<file path="config.mk">
export PLATFORM = sky130hd
export DESIGN_NAME = apb_cmd_master
export DESIGN_NICKNAME = d
export VERILOG_FILES = /design/src/rtl/apb_cmd_pkg.sv /design/src/rtl/apb_cmd_fifo.sv /design/src/rtl/apb_cmd_master.sv
export SDC_FILE = /design/constraint.sdc
export NUM_CORES = 1
export LEC_CHECK = 0
export ABC_CLOCK_PERIOD_IN_PS = 4400
export CORE_UTILIZATION = 48
export DETAILED_ROUTE_END_ITERATION = 6
export PLACE_DENSITY = 0.76
export SKIP_CTS_REPAIR_TIMING = 1
export SLEW_MARGIN = 20
export SYNTH_ARGS = -nofsm -noshare
export SYNTH_HDL_FRONTEND = slang
export SYNTH_SLANG_ARGS = --single-unit
</file>
<file path="constraint.sdc">
create_clock -name clk -period 4.4 [get_ports clk]
set_clock_uncertainty 0.2 [all_clocks]
set_input_delay 0.66 -clock clk [delete_from_list [all_inputs] [get_ports clk]]
set_output_delay 0.66 -clock clk [all_outputs]
set_load 0.02 [all_outputs]
</file>
<file path="src/rtl/apb_cmd_pkg.sv">
// Shared types and default widths for the command-driven APB master.
package apb_cmd_pkg;

  localparam int DEF_ADDR_W     = 8;
  localparam int DEF_DATA_W     = 32;
  localparam int DEF_FIFO_DEPTH = 4;
  localparam int DEF_TIMEOUT    = 16;

  typedef struct packed {
    logic                  write;
    logic [DEF_ADDR_W-1:0] addr;
    logic [DEF_DATA_W-1:0] wdata;
  } cmd_t;

  typedef enum logic [1:0] {
    IDLE,
    SETUP,
    ACCESS
  } state_t;

endpackage

</file>
<file path="src/rtl/apb_cmd_fifo.sv">
// Synchronous command FIFO; pointers carry an extra MSB so full and empty
// are distinguishable without a separate flag.
module apb_cmd_fifo
  import apb_cmd_pkg::*;
#(
  parameter int DEPTH = DEF_FIFO_DEPTH
) (
  input  logic                     clk,
  input  logic                     reset,
  input  logic                     push,
  input  cmd_t                     wdata,
  input  logic                     pop,
  output cmd_t                     rdata,
  output logic                     full,
  output logic                     empty,
  output logic [$clog2(DEPTH):0]   count
);

  localparam int AW = $clog2(DEPTH);

  logic [AW:0] wptr;
  logic [AW:0] rptr;
  cmd_t        mem [DEPTH];
  logic        do_push;
  logic        do_pop;

  assign count   = wptr - rptr;
  assign full    = (count == (AW+1)'(DEPTH));
  assign empty   = (count == '0);
  assign do_push = push && !full;
  assign do_pop  = pop && !empty;
  assign rdata   = mem[rptr[AW-1:0]];

  always_ff @(posedge clk or posedge reset) begin
    if (reset) begin
      wptr <= '0;
      rptr <= '0;
    end else begin
      if (do_push) wptr <= wptr + 1'b1;
      if (do_pop)  rptr <= rptr + 1'b1;
    end
  end

  // NOTE: storage is deliberately not reset; the pointers alone define which
  // entries are valid, and an unreset array maps onto plain RAM.
  always_ff @(posedge clk) begin
    if (do_push) mem[wptr[AW-1:0]] <= wdata;
  end

endmodule

</file>
<file path="src/rtl/apb_cmd_master.sv">
// Command-stream APB master: queues read/write commands, runs each as a
// two-phase APB transfer with a wait timeout, returns one response per command.
module apb_cmd_master
  import apb_cmd_pkg::*;
#(
  parameter int ADDR_W     = DEF_ADDR_W,
  parameter int DATA_W     = DEF_DATA_W,
  parameter int FIFO_DEPTH = DEF_FIFO_DEPTH,
  parameter int TIMEOUT    = DEF_TIMEOUT
) (
  input  logic              clk,
  input  logic              reset,
  input  logic              cmd_valid,
  output logic              cmd_ready,
  input  logic              cmd_write,
  input  logic [ADDR_W-1:0] cmd_addr,
  input  logic [DATA_W-1:0] cmd_wdata,
  output logic              rsp_valid,
  input  logic              rsp_ready,
  output logic [DATA_W-1:0] rsp_rdata,
  output logic              rsp_err,
  output logic              rsp_timeout,
  output logic              PSEL,
  output logic              PENABLE,
  output logic              PWRITE,
  output logic [ADDR_W-1:0] PADDR,
  output logic [DATA_W-1:0] PWDATA,
  input  logic [DATA_W-1:0] PRDATA,
  input  logic              PREADY,
  input  logic              PSLVERR
);

  localparam int WW = $clog2(TIMEOUT + 1);
  localparam logic [WW-1:0] WAIT_LAST = WW'(TIMEOUT - 1);

  state_t                      state;
  logic [WW-1:0]               wait_cnt;
  cmd_t                        cmd_in;
  cmd_t                        head;
  logic                        fifo_full;
  logic                        fifo_empty;
  logic [$clog2(FIFO_DEPTH):0] fifo_count;
  logic                        slot_free;
  logic                        pop;

  assign cmd_in    = '{write: cmd_write, addr: cmd_addr, wdata: cmd_wdata};
  assign cmd_ready = !fifo_full;
  // A new transfer may start only if its response will have somewhere to go.
  assign slot_free = !rsp_valid || rsp_ready;
  assign pop       = (state == IDLE) && !fifo_empty && slot_free;

  apb_cmd_fifo #(.DEPTH(FIFO_DEPTH)) u_fifo (
    .clk   (clk),
    .reset (reset),
    .push  (cmd_valid),
    .wdata (cmd_in),
    .pop   (pop),
    .rdata (head),
    .full  (fifo_full),
    .empty (fifo_empty),
    .count (fifo_count)
  );

  // NOTE: all state below uses non-blocking assignments so every register
  // samples pre-edge values, independent of statement order.
  always_ff @(posedge clk or posedge reset) begin
    if (reset) begin
      state       <= IDLE;
      wait_cnt    <= '0;
      PSEL        <= 1'b0;
      PENABLE     <= 1'b0;
      PWRITE      <= 1'b0;
      PADDR       <= '0;
      PWDATA      <= '0;
      rsp_valid   <= 1'b0;
      rsp_rdata   <= '0;
      rsp_err     <= 1'b0;
      rsp_timeout <= 1'b0;
    end else begin
      if (rsp_valid && rsp_ready) rsp_valid <= 1'b0;
      case (state)
        IDLE: begin
          if (pop) begin
            PADDR    <= head.addr;
            PWRITE   <= head.write;
            PWDATA   <= head.wdata;
            PSEL     <= 1'b1;
            wait_cnt <= '0;
            state    <= SETUP;
          end
        end
        SETUP: begin
          PENABLE <= 1'b1;
          state   <= ACCESS;
        end
        ACCESS: begin
          if (PREADY) begin
            rsp_rdata   <= PWRITE ? '0 : PRDATA;
            rsp_err     <= PSLVERR;
            rsp_timeout <= 1'b0;
            rsp_valid   <= 1'b1;
            PSEL        <= 1'b0;
            PENABLE     <= 1'b0;
            state       <= IDLE;
          end else if (wait_cnt == WAIT_LAST) begin
            rsp_rdata   <= '0;
            rsp_err     <= 1'b1;
            rsp_timeout <= 1'b1;
            rsp_valid   <= 1'b1;
            PSEL        <= 1'b0;
            PENABLE     <= 1'b0;
            state       <= IDLE;
          end else begin
            wait_cnt <= wait_cnt + 1'b1;
          end
        end
        default: state <= IDLE;
      endcase
    end
  end

endmodule

</file>
==> results.txt <==
status: completed
grt total ovfl: 0
setup violators final: 0
Seq/Total Area, Yosys: 75.6%
Max stage delay on crit path: 0.57 ns
Worst Path Buf+Inv: 2
met3 wire length: 1340 µm
Die Wd: 143 µm
placed insts: 877
DR pass1 iterations: 4
largest net degree at the start of global routing: 44
Critical Path Stages: 6
Post-Layout Inst Area: 0.0123 mm²
CTS tree: yes
Post-Syn Area: 0.00952 mm²
Worst Hold Class: in -> async
Synth cell types: 34
ANT nets after route: 0
Yosys top cell area share: 51.7%
Port Buffers: 157
Ys Warns: 0
Clk pin slew, worst setup/hold paths: 0.06 ns
Max Cap Viol: 0
initial antenna violation count: 1
Mapped Cells: 465
Max-Slew Margin vs Limit: 43.9%
P_leak: 4.55 nW
gpl congestion: 0.731
first-pass GRT wire length: 28500 µm
Via Count: 4849
row count: 51
Sink Count: 255
Req. time, crit path: 3.54 ns
Routed WL: 18200 µm
Metal-1 WL: 7390 µm
CTS root buf: clkbuf_16
Synth-to-Final Area Change: 29.7%
top sig layer: met5
Iteration-0 DRC Markers: 251
Clock Latency Late Sink: 0.53 ns
dpl hpwl: 11700 µm
vias per cell: 5.24
Post-Syn Nets: 553
worst IR drop on VDD: 0.000437 V
CP top delay family: buffers and inverters
pwr dens: 768 mW/mm²
largest area contributor in the netlist: edfxtp_1
met2 wire length: 9140 µm
# IOs: 158
Seq cells post-synth: 255
Core ar.: 0.0195 mm²
CP Class: reg -> out
Cell Count, Final, Fillers Out: 925
Reg2Reg Depth: 7
mean routed wirelength per cell: 19.7 µm
share of cells above drive strength 1: 22.1%
die height: 143 µm
Residual DRC: 0
crit path time final: 3.36 ns
syn avg cell area: 20.5 µm²
crit-path cells: inv_1 -> ha_1 -> nor2b_1 -> xor2_1 -> nand2_1 -> clkdlybuf4s50_1
pre-CTS setup slack: 1.12 ns
Worst setup SP type: register
H-tree depth: 1
post-layout net count: 728
Final Slew Violations: 0
Setup WS post-layout: 1.04 ns
unrepaired setup endpoints after global routing: no
Synth area leaders: edfxtp_1, dfrtp_1, mux4_2
slowest CP cell: clkdlybuf4s50_1
DP Area: 0.0114 mm²
Max FO, Critical Path: 4
initial core utilization: 48.9%
actual slew at the worst max-slew pin: 0.841 ns
GRT Total Usage: 18.5%
crit share post-route: 76.3%
fill cell count: 1339
Die ar.: 0.0204 mm²
vias in the first global route: 5213
final hold violation count: 0
fin util: 63.5%
total CTS buffers: 26
Max Root-Sink Buffers: 3
diode count: 0
crit path DAT: 2.50 ns
final setup TNS: 0 ns
f_max: 298 MHz
crit end category: output pin
-- final timing paths --
path | slack, ns | end | startpoint
min in group clk | 0.28 | PWDATA[0]$_DFFE_PP0P_ | PWDATA[0]$_DFFE_PP0P_
max reg2reg | 1.15 | u_fifo.mem[2][20]$_DFFE_PP_ | u_fifo.wptr[0]$_DFFE_PP0P_
max | 1.04 | cmd_ready | u_fifo.wptr[0]$_DFFE_PP0P_
max in group asynchronous | 2.88 | rsp_rdata[24]$_DFFE_PP0P_ | reset
min | 0.28 | rsp_rdata[25]$_DFFE_PP0P_ | reset
min reg2reg | 0.28 | PWDATA[0]$_DFFE_PP0P_ | PWDATA[0]$_DFFE_PP0P_
-- area by class of cell --
type / count / area (µm²) / area share [%]
inverter: 6 / 25.0 / 0.203
clock inverter: 13 / 200 / 1.62
tap: 265 / 332 / 2.68
clock buffer: 35 / 714 / 5.79
timing repair buffer: 169 / 1670 / 13.6
multi-input combinational: 182 / 2200 / 17.8
sequential: 255 / 7210 / 58.4
-- cells in the mapped netlist (all sizes together) --
library cell and number:
a21boi 1, and2 4, and3 1, mux2 43, or2 1, nor2 3, nor3b 1, nand3 3
xnor2 2, o211ai 1, xor2 5, inv 6, buf 9, nor2b 2, nand2 14, nand4b 1
a22o 32, clkbuf 13, nor4 1, nand2b 3, ha 9, nand3b 1, edfxtp 164, o22ai 2
dfrtp 91, a21o 1, o21ai 3, a21oi 7, mux4 41
-- cells in the final DEF (no fill, tap or decap), types with 5 or more instances in the layout --
master           instances
mux2_2                  31
ha_1                     9
buf_4                   11
clkdlybuf4s50_1        157
clkbuf_1                 6
dfrtp_1                 89
a21oi_1                  5
a22o_1                  32
nand2_1                 14
edfxtp_1               164
xor2_1                   5
clkinv_2                 6
mux4_2                  41
clkbuf_16               26
mux2_4                  10
inv_1                    5
-- state kept, by name, summed over array words and instances (netlist names) --
| signal | flops |
|---|---|
| u_fifo.mem | 164 |
| PWRITE | 1 |
| wait_cnt | 5 |
| u_fifo.wptr | 3 |
| rsp_timeout | 1 |
| PWDATA | 32 |
| rsp_valid | 1 |
| PENABLE | 1 |
| rsp_rdata | 32 |
| PSEL | 1 |
| u_fifo.rptr | 3 |
| state | 2 |
| rsp_err | 1 |
| PADDR | 8 |
-- power by group --
group / switching, mW / internal [mW] / total (mW)
sequential: 0.301 / 3.38 / 3.69
clock: 0.890 / 1.39 / 2.28
combinational: 1.72 / 1.81 / 3.52
-- per-layer routing --
metal  up-vias  GRT usage [%]
met5         -              0
met4         2           4.47
met3        27           4.29
met2       186           32.5
met1      2440           23.3
li1       2194              -
-- per-stage QoR --
stage          hold WS [ns]  total power, mW
5_1_grt               0.305             9.97
4_1_cts               0.267             9.63
3_3_place_gp          0.266             7.21
3_5_place_dp          0.280             7.30
2_1_floorplan         0.260             5.98
6_report              0.277             9.48
-- cells by family (layout without fill, tap and decap cells) --
| logic type | count (synthesis) | in the layout | synth area share, % |
|---|---|---|---|
| muxes | 84 | 84 | 15.2 |
| DFF | 255 | 255 | 75.6 |
| adders and majority gates | 9 | 9 | 1.18 |
| and+or+nand+nor | 35 | 35 | 1.87 |
| AOI/OAI and AO/OA | 47 | 47 | 3.95 |
| buffers and inverters | 28 | 223 | 1.55 |
| xor gates and xnor gates | 7 | 7 | 0.644 |
Note: power is estimated with default switching activity, not from simulation.
